File: config.mk
export PLATFORM = sky130hd
export DESIGN_NAME = regfile_mp_scb
export DESIGN_NICKNAME = d
export VERILOG_FILES = /design/src/rtl/rf_pkg.sv /design/src/rtl/rf_clear_fsm.sv /design/src/rtl/regfile_mp_scb.sv
export SDC_FILE = /design/constraint.sdc
export NUM_CORES = 2
export LEC_CHECK = 0
export BUFFER_PORTS_ARGS = -buffer_cell sky130_fd_sc_hd__buf_2
export CAP_MARGIN = 20
export CORE_UTILIZATION = 45
export CTS_BUF_LIST = sky130_fd_sc_hd__clkbuf_4
export CTS_CLUSTER_DIAMETER = 100
export DETAILED_ROUTE_END_ITERATION = 12
export SLEW_MARGIN = 0
export SYNTH_ARGS = -nofsm -noshare
export SYNTH_HDL_FRONTEND = slang
export SYNTH_SLANG_ARGS = --single-unit
File: constraint.sdc
create_clock -name clk_i -period 6.2 [get_ports clk_i]
set_clock_uncertainty 0.15 [all_clocks]
set_input_delay 1.55 -clock clk_i [delete_from_list [all_inputs] [get_ports clk_i]]
set_output_delay 1.55 -clock clk_i [all_outputs]
set_load 0.03 [all_outputs]
File: src/rtl/rf_pkg.sv
// Shared types and constants for the multi-port register file with pending
// scoreboard and bulk-clear engine.
package rf_pkg;

  typedef enum logic [0:0] {
    RF_IDLE  = 1'b0,
    RF_CLEAR = 1'b1
  } rf_state_e;

  localparam int unsigned RF_XLEN_DEF = 32;
  localparam int unsigned RF_NREG_DEF = 32;

  // At least one address bit, even for the degenerate two-register file.
  function automatic int unsigned rf_aw(input int unsigned n);
    return (n <= 2) ? 1 : $clog2(n);
  endfunction

endpackage

File: src/rtl/rf_clear_fsm.sv
// Sequential bulk-clear engine: walks idx from 1 to NREG-1, one register per
// enabled cycle, and pulses done_o once the last register has been cleared.
module rf_clear_fsm
  import rf_pkg::*;
#(
  parameter int unsigned NREG = RF_NREG_DEF,
  parameter int unsigned AW   = rf_aw(NREG)
) (
  input  logic          clk_i,
  input  logic          rst_ni,
  input  logic          enb_i,
  input  logic          clr_req_i,
  output logic          busy_o,
  output logic          done_o,
  output logic          clr_we_o,
  output logic [AW-1:0] clr_idx_o,
  output rf_state_e     state_o
);

  localparam logic [AW-1:0] LastIdx = AW'(NREG - 1);

  rf_state_e     state_q, state_d;
  logic [AW-1:0] idx_q, idx_d;
  logic          done_q, done_d;

  always_ff @(posedge clk_i or negedge rst_ni) begin
    if (!rst_ni) begin
      state_q <= RF_IDLE;
      idx_q   <= '0;
      done_q  <= 1'b0;
    end else begin
      state_q <= state_d;
      idx_q   <= idx_d;
      done_q  <= done_d;
    end
  end

  // Register 0 is hardwired, so the walk starts at 1; enb_i=0 freezes it.
  always_comb begin
    state_d = state_q;
    idx_d   = idx_q;
    done_d  = 1'b0;
    case (state_q)
      RF_IDLE: begin
        if (clr_req_i && enb_i) begin
          state_d = RF_CLEAR;
          idx_d   = AW'(1);
        end
      end
      RF_CLEAR: begin
        if (enb_i) begin
          idx_d = idx_q + AW'(1);
          if (idx_q == LastIdx) begin
            state_d = RF_IDLE;
            done_d  = 1'b1;
          end
        end
      end
      default: state_d = RF_IDLE;
    endcase
  end

  always_comb begin
    busy_o    = (state_q == RF_CLEAR);
    clr_we_o  = (state_q == RF_CLEAR) && enb_i;
    clr_idx_o = idx_q;
    done_o    = done_q;
    state_o   = state_q;
  end

endmodule

File: src/rtl/regfile_mp_scb.sv
// Multi-read, dual-write integer register file with write-to-read bypass,
// per-register pending scoreboard and a sequential bulk-clear engine.
module regfile_mp_scb
  import rf_pkg::*;
#(
  parameter  int unsigned XLEN = RF_XLEN_DEF,
  parameter  int unsigned NREG = RF_NREG_DEF,
  parameter  int unsigned NRD  = 2,
  localparam int unsigned AW   = rf_aw(NREG)
) (
  input  logic                clk_i,
  input  logic                rst_ni,
  input  logic                enb_i,
  input  logic [NRD*AW-1:0]   rs_addr_i,
  output logic [NRD*XLEN-1:0] rs_data_o,
  output logic [NRD-1:0]      rs_rdy_o,
  input  logic                wr0_en_i,
  input  logic [AW-1:0]       wr0_addr_i,
  input  logic [XLEN-1:0]     wr0_data_i,
  input  logic                wr1_en_i,
  input  logic [AW-1:0]       wr1_addr_i,
  input  logic [XLEN-1:0]     wr1_data_i,
  input  logic                pend_set_i,
  input  logic [AW-1:0]       pend_addr_i,
  input  logic                clr_req_i,
  output logic                busy_o,
  output logic                done_o
);

  logic [XLEN-1:0] regs_q [NREG];
  logic [XLEN-1:0] regs_d [NREG];
  logic [NREG-1:0] pend_q, pend_d;

  logic            clr_we;
  logic [AW-1:0]   clr_idx;
  rf_state_e       fsm_state;
  logic            wr_ok;
  logic            wr0_hit, wr1_hit, ps_hit;

  rf_clear_fsm #(
    .NREG (NREG),
    .AW   (AW)
  ) u_clear_fsm (
    .clk_i     (clk_i),
    .rst_ni    (rst_ni),
    .enb_i     (enb_i),
    .clr_req_i (clr_req_i),
    .busy_o    (busy_o),
    .done_o    (done_o),
    .clr_we_o  (clr_we),
    .clr_idx_o (clr_idx),
    .state_o   (fsm_state)
  );

  // Writes and pend_set only take effect (and are only bypassed) when idle.
  always_comb begin
    wr_ok   = enb_i && (fsm_state == RF_IDLE);
    wr0_hit = wr_ok && wr0_en_i && (wr0_addr_i != '0);
    wr1_hit = wr_ok && wr1_en_i && (wr1_addr_i != '0);
    ps_hit  = wr_ok && pend_set_i && (pend_addr_i != '0);
  end

  // Order matters: wr1 overrides wr0, and pend_set overrides a write's clear.
  always_comb begin
    regs_d = regs_q;
    pend_d = pend_q;
    if (clr_we) begin
      regs_d[clr_idx] = '0;
      pend_d[clr_idx] = 1'b0;
    end
    if (wr0_hit) begin
      regs_d[wr0_addr_i] = wr0_data_i;
      pend_d[wr0_addr_i] = 1'b0;
    end
    if (wr1_hit) begin
      regs_d[wr1_addr_i] = wr1_data_i;
      pend_d[wr1_addr_i] = 1'b0;
    end
    if (ps_hit) begin
      pend_d[pend_addr_i] = 1'b1;
    end
    regs_d[0] = '0;
    pend_d[0] = 1'b0;
  end

  always_ff @(posedge clk_i or negedge rst_ni) begin
    if (!rst_ni) begin
      for (int i = 0; i < NREG; i++) begin
        regs_q[i] <= '0;
      end
      pend_q <= '0;
    end else begin
      regs_q <= regs_d;
      pend_q <= pend_d;
    end
  end

  for (genvar k = 0; k < NRD; k++) begin : g_rd
    logic [AW-1:0]   rd_addr;
    logic [XLEN-1:0] rd_data;
    logic            rd_rdy;

    assign rd_addr = rs_addr_i[k*AW +: AW];

    always_comb begin
      rd_data = regs_q[rd_addr];
      rd_rdy  = ~pend_q[rd_addr];
      if (rd_addr == '0) begin
        rd_data = '0;
        rd_rdy  = 1'b1;
      end else if (wr1_hit && (wr1_addr_i == rd_addr)) begin
        rd_data = wr1_data_i;
        rd_rdy  = 1'b1;
      end else if (wr0_hit && (wr0_addr_i == rd_addr)) begin
        rd_data = wr0_data_i;
        rd_rdy  = 1'b1;
      end
    end

    assign rs_data_o[k*XLEN +: XLEN] = rd_data;
    assign rs_rdy_o[k]               = rd_rdy;
  end

endmodule

### Yosys cells after proc, flatten, opt, wreduce, memory -nomap -nowiden

Cells that the tools add are included.

* latch bits: 0
* memories kept: 0
* input port bits: 96
* memory bits (writable): 0
* bits in registers: 1030
* memory bits (read-only): 0

* $lt $le $gt $ge: 18
* equality and inequality tests: 7
* $mul: 0
* reduce and logical (&&, ||, !) cells: 26
* shifts and indexed selects: 0
* muxes and demuxes: 55
* bitwise logic cells: 17
* divide/modulo/power cells: 0
* add/sub/neg operators: 1

Operators with widths (count)
* 1024-bit bitwise mux: 2
* 1024-bit two-way mux: 2
* 992-bit by 1024-bit AND with 1024-bit output: 1
* 1024-bit inverter: 1
* 992-bit two-way mux: 1
* 32-bit two-way mux: 17
* 32-bit demux with 5-bit select: 3
* 32-bit binary-select mux with 5-bit select: 2
* 32-bit AND: 3
* 32-bit inverter: 3
* 5-bit by 6-bit < comparator with 1-bit output, second input constant: 6
* 32-bit OR: 1
* 6-bit >= comparator, second input constant: 5
* 5-bit inverter with 6-bit output: 5
* 1-bit demux with 5-bit select: 4
* 5-bit equality test: 4
* 5-bit by 1-bit >= comparator with 1-bit output, second input constant: 4
* 1-bit logical AND: 20
* 6-bit by 1-bit < comparator with 1-bit output, second input constant: 3
* 1-bit two-way mux: 18
* 5-bit nonzero test: 3
* 1-bit binary-select mux with 5-bit select: 2
* 5-bit logical NOT: 2
* 5-bit two-way mux: 2
* other kinds (8): 10

### Longest topological paths before layout

* depth in word-level cells: 13
* mapped depth: 10
* mapped depth without buffers: 6

### Hierarchy

Synthesis repeated with hierarchy kept, for this count alone.

* cell total of the unflattened synthesis: 6492
* area total of the unflattened synthesis: 63987.6 µm²

By module, submodules not included
* regfile_mp_scb: cells each 6464, seq. area each 25599.6 µm², area an instance 63659.8 µm², instances 1
* rf_clear_fsm: cells each 28, seq. area each 175.2 µm², area an instance 327.8 µm², instances 1

### Worst setup path before layout

Ideal clock, no wire load.

* path kind: input to output
* start: in rs_addr_i[0]
* end: out rs_data_o[10]
* arrival: 3452 ps
* data required time: 4500 ps
* buffers on the path: 4
* setup slack: 1048 ps
* stages on the path: 10
* cell sequence: buf_2 > buf_6 > buf_2 > buf_2 > mux2i_1 > o22ai_1 > or3_1 > o31ai_1 > nor3_1 > a221o_1

* word-level cells in the longest chain between the ends: 7
* elaborated cells between the ends (all ways): 12
* classes of those cells: eq/ne: 2; mux: 6; bitwise: 1; reduce/logical: 3

RTL lines
* start: declaration: RTL line regfile_mp_scb.sv:14 `input logic [NRD*AW-1:0] rs_addr_i,`
* 5-bit inverter with 6-bit output (not written as such): RTL line regfile_mp_scb.sv:106 `rd_data = regs_q[rd_addr];`
* 32-bit binary-select mux with 5-bit select: RTL line regfile_mp_scb.sv:106
* 32-bit two-way mux (not written as such) (2 in series): RTL line regfile_mp_scb.sv:106
* 32-bit two-way mux: RTL line regfile_mp_scb.sv:114 `end else if (wr0_hit && (wr0_addr_i == rd_addr)) begin`
* 32-bit two-way mux: RTL line regfile_mp_scb.sv:111 `end else if (wr1_hit && (wr1_addr_i == rd_addr)) begin`
* 32-bit two-way mux (*): RTL line regfile_mp_scb.sv:108 `if (rd_addr == '0) begin`
* end: declaration: RTL line regfile_mp_scb.sv:15 `output logic [NRD*XLEN-1:0] rs_data_o,`

Every way passes the cells marked *; elsewhere a longest branch is shown, timed or not. The select of a mux whose other input is x is not followed.

### Final worst setup path

* start: in rs_addr_i[7]
* end: out rs_data_o[34]

The elaborated chain is that of the path after synthesis.

==> results.tsv <==
stage	metric	value	unit
outcome	run status	finished, violations left	
outcome	failing checks	DRC, setup timing	
setup_path	flop2flop setup slack	2.66	ns
clocking	clk root buf	clkbuf_4	
sta	Final WS setup	-0.0220	ns
setup_path	Crit Path Class	input port to output port	
power	Leakage	29.5	nW
setup_path	Arr. time, crit path	4.52	ns
sta	RSZ-0062 raised after global routing	false	
placement	Final Wtd Congestion	0.961	
flow_run	max cap viols	0	
global_routing	vias in the first global route	60800	
floorplanning	die area	144000	µm²
synth	Mapped Area	64200	µm²
worst_hold_path	Hold Crit Class	input port to flip-flop	
global_routing	GR Util met3	0.160	
global_routing	grt peak-use layer	met2	
sta	Fin. Hold Viols	0	
global_routing	pin count of the biggest net entering global routing	173	
sta	Period minus WS final	6.22	ns
floorplanning	Starting Density	0.453	
detailed_routing	Wirelength per Cell	33.5	µm
detailed_routing	starting DRC count in detailed routing	10500	
setup_path	CP Buf/Inv Count	4	
synth	Synth Register Bits	1030	
worst_hold_path	worst hold path cell count	3	
setup_path	crit-path max FO	59	
sta	Period Utilization, post-route	1.00	
detailed_routing	final WL	296000	µm
worst_hold_path	hold path endpoint	u_clear_fsm.busy_o	
setup_path	Critical Path Start Type	input port	
global_routing	met2 GRT Util	0.558	
synth	Syn. warnings	0	
layout	final net count	6857	
detailed_routing	vias post-DR	62700	
clocking	htree depth	5	
global_routing	global-route usage over all layers	0.400	
synth	cell taking the most area after synthesis	dfrtp_1	
worst_hold_path	min-delay src	clr_req_i	
clocking	CTS Sinks	1030	
global_routing	GR Layer Usage met1	0.521	
clocking	maximum root-to-sink buffer count	4	
synth	Primary FF master, synth	dfrtp_1	
synth	FFs w/ async S/R, synth	1.00	
clocking	Clk Latency, worst-skew pair	1.37	ns
floorplanning	Die Width	380	µm
synth	post-synth top area share	0.402	
clocking	clock transition at the registers of the reported paths	0.06	ns
setup_path	Crit. End Element	output port	
sta	fin. max-slew vios	0	
layout	Final Util	0.504	
sta	Setup Viol. Count Final	1	
layout	share of cells above drive strength 1	0.206	
detailed_routing	# DRC	4	
detailed_routing	drt pass-1 iters	12	
layout	most frequent cells in the layout	dfrtp_1 (1030), a22oi_1 (996), nand2_1 (793)	
setup_path	crit-path cells	buf_6 -> buf_4 -> xnor2_1 -> nand4_1 -> nand3_2 -> buf_12 -> nor4_1 -> a221o_1 -> buf_2	
floorplanning	Row Count	138	
power	power per cell area	266	nW/µm²
setup_path	R2R Path Start	u_clear_fsm.busy_o	
synth	Synth Net Count	6978	
sta	fmax	161	MHz
synth	Synth area leaders	dfrtp_1 (40%), a22oi_1 (12%), mux2i_1 (7.9%), mux4_2 (7.5%), nand2_1 (4.7%)	
setup_path	R2R Path End	regs_q[43]	
layout	Area growth syn-to-layout	11.3	%
sta	Setup TNS	-0.0220	ns
placement	DP HPWL	173000	µm
floorplanning	IO Pins	164	
clocking	CTS tree	built	
synth	Netlist cell types	52	
layout	most common cell after layout, fill and taps aside	dfrtp_1	
floorplanning	CORE AREA	142000	µm²
global_routing	first-pass GRT wire length	426000	µm
setup_path	Crit-path slowest cell	nor4_1	
synth	Post-synth EDFFs	0	
sta	max_slew headroom	0.198	
global_routing	initial antenna violation count	17	
setup_path	Top delay family on crit path	buffers and inverters	
synth	Post-Synthesis Cells	6877	
synth	sequential area share after synthesis	0.402	
placement	# port buffers	163	
clocking	CTS buffer count	313	
sta	Slew @ Worst Pin	1.20	ns
detailed_routing	number of routed nets with antenna violations	0	
setup_path	reg2reg path depth	7	
detailed_routing	via/cell ratio	7.09	
global_routing	total grt overflow	0	
setup_path	Worst EP required	4.50	ns
floorplanning	Die Span Y	380	µm
synth	Syn Area/Cell	9.33	µm²
setup_path	max incr delay on CP	0.97	ns
power	VDD IR-drop max	0.180	mV
## cells by family after synthesis
kind of cell | after synthesis | share of synthesized area
simple gates | 1469 | 0.0993
mux | 847 | 0.176
flops | 1030 | 0.402
xor+xnor | 20 | 0.00273
buf+inv | 965 | 0.0618
compound gates | 2541 | 0.257
fa+ha+maj | 5 | 0.000975
## tightest hold or removal path, delay by kind of cell
| kind | cells | cell delay, ns |
|---|---|---|
| buf+inv | 1 | 0.11 |
| compound gates | 1 | 0.07 |
| simple gates | 1 | 0.09 |
## stage by stage
stage / hold slack, ns / instance area [µm²] / setup WS (ns) / power, mW / instances
2_1_floorplan: 0.342 / 64200 / 1.05 / 10.7 / 6877
3_3_place_gp: 0.368 / 67700 / 0.0859 / 12.2 / 8328
3_5_place_dp: 0.381 / 67800 / 0.0960 / 12.3 / 8330
4_1_cts: 0.302 / 71400 / 0.0695 / 18.8 / 8839
5_1_grt: 0.384 / 71400 / 0.0392 / 19.7 / 8845
6_report: 0.341 / 71400 / -0.0220 / 19.0 / 8852
## synthesized netlist by cell type (4+ instances only)
cell type / n
a221o_1: 64
o21ai_1: 418
dfrtp_1: 1030
o22ai_1: 250
and3_1: 11
or3_1: 32
a21oi_1: 261
buf_2: 109
mux2_2: 130
a221oi_1: 62
nand4_1: 4
nor3_1: 171
nor4_1: 36
nand3_1: 10
inv_1: 23
nor2_1: 276
buf_6: 16
nor2b_1: 73
nand2b_1: 11
clkbuf_1: 685
a22oi_1: 996
o31ai_1: 32
nand2_1: 803
ha_1: 5
a32o_1: 31
nor3b_1: 10
xor2_1: 12
buf_4: 19
clkbuf_2: 14
mux4_2: 213
xnor2_1: 8
nor3_2: 8
nand3b_1: 5
a211oi_1: 66
buf_1: 99
mux2i_1: 504
o21ai_0: 355
## registers in the layout, indices dropped and copies added, names as in the netlist
register,flops
pend_q,31
regs_q,992
u_clear_fsm.busy_o,1
u_clear_fsm.clr_idx_o,5
u_clear_fsm.done_o,1
## layer usage
metal  routed length [µm]  share of wire
met2               123000           0.41
met3                43600           0.15
met5                  114        0.00038
met1               111000           0.38
met4                18500          0.062
## cell type report
class                      instances  area (µm²)
antenna                           13        32.5
clock buffer                     453        3400
clock inverter                    55         210
fill                           13100       70200
inverter                          23        86.3
multi-input combinational       4882       35300
sequential                      1030       25800
tap                             1890        2360
timing repair buffer             506        4240
## power by group
part | total [mW] | internal [mW] | switching, mW
Combinational | 4.17 | 1.68 | 2.49
Sequential | 8.25 | 7.54 | 0.710
Clock | 6.55 | 3.31 | 3.24
Total | 19.0 | 12.5 | 6.44
## how the worst max path moves through the flow
| stage | end | cells after the start | start | slack [ns] |
|---|---|---|---|---|
| after floorplan | rs_data_o[10] | 10 | rs_addr_i[0] | 1.05 |
| after global routing | rs_data_o[58] | 8 | rs_addr_i[5] | 0.04 |
| after global placement | rs_data_o[41] | 9 | rs_addr_i[7] | 0.09 |
| after detailed placement | rs_data_o[41] | 9 | rs_addr_i[7] | 0.1 |
| final | rs_data_o[34] | 9 | rs_addr_i[7] | -0.02 |
| after CTS | rs_data_o[41] | 9 | rs_addr_i[7] | 0.07 |
## repair_timing
item                       CTS  global route
hold buffers                 1             0
setup buffers                0             0
hold endpoints to repair    27             0
setup endpoints to repair    0             2
gates resized for setup      0             2
No activity file was read; power rests on OpenSTA's default activity.
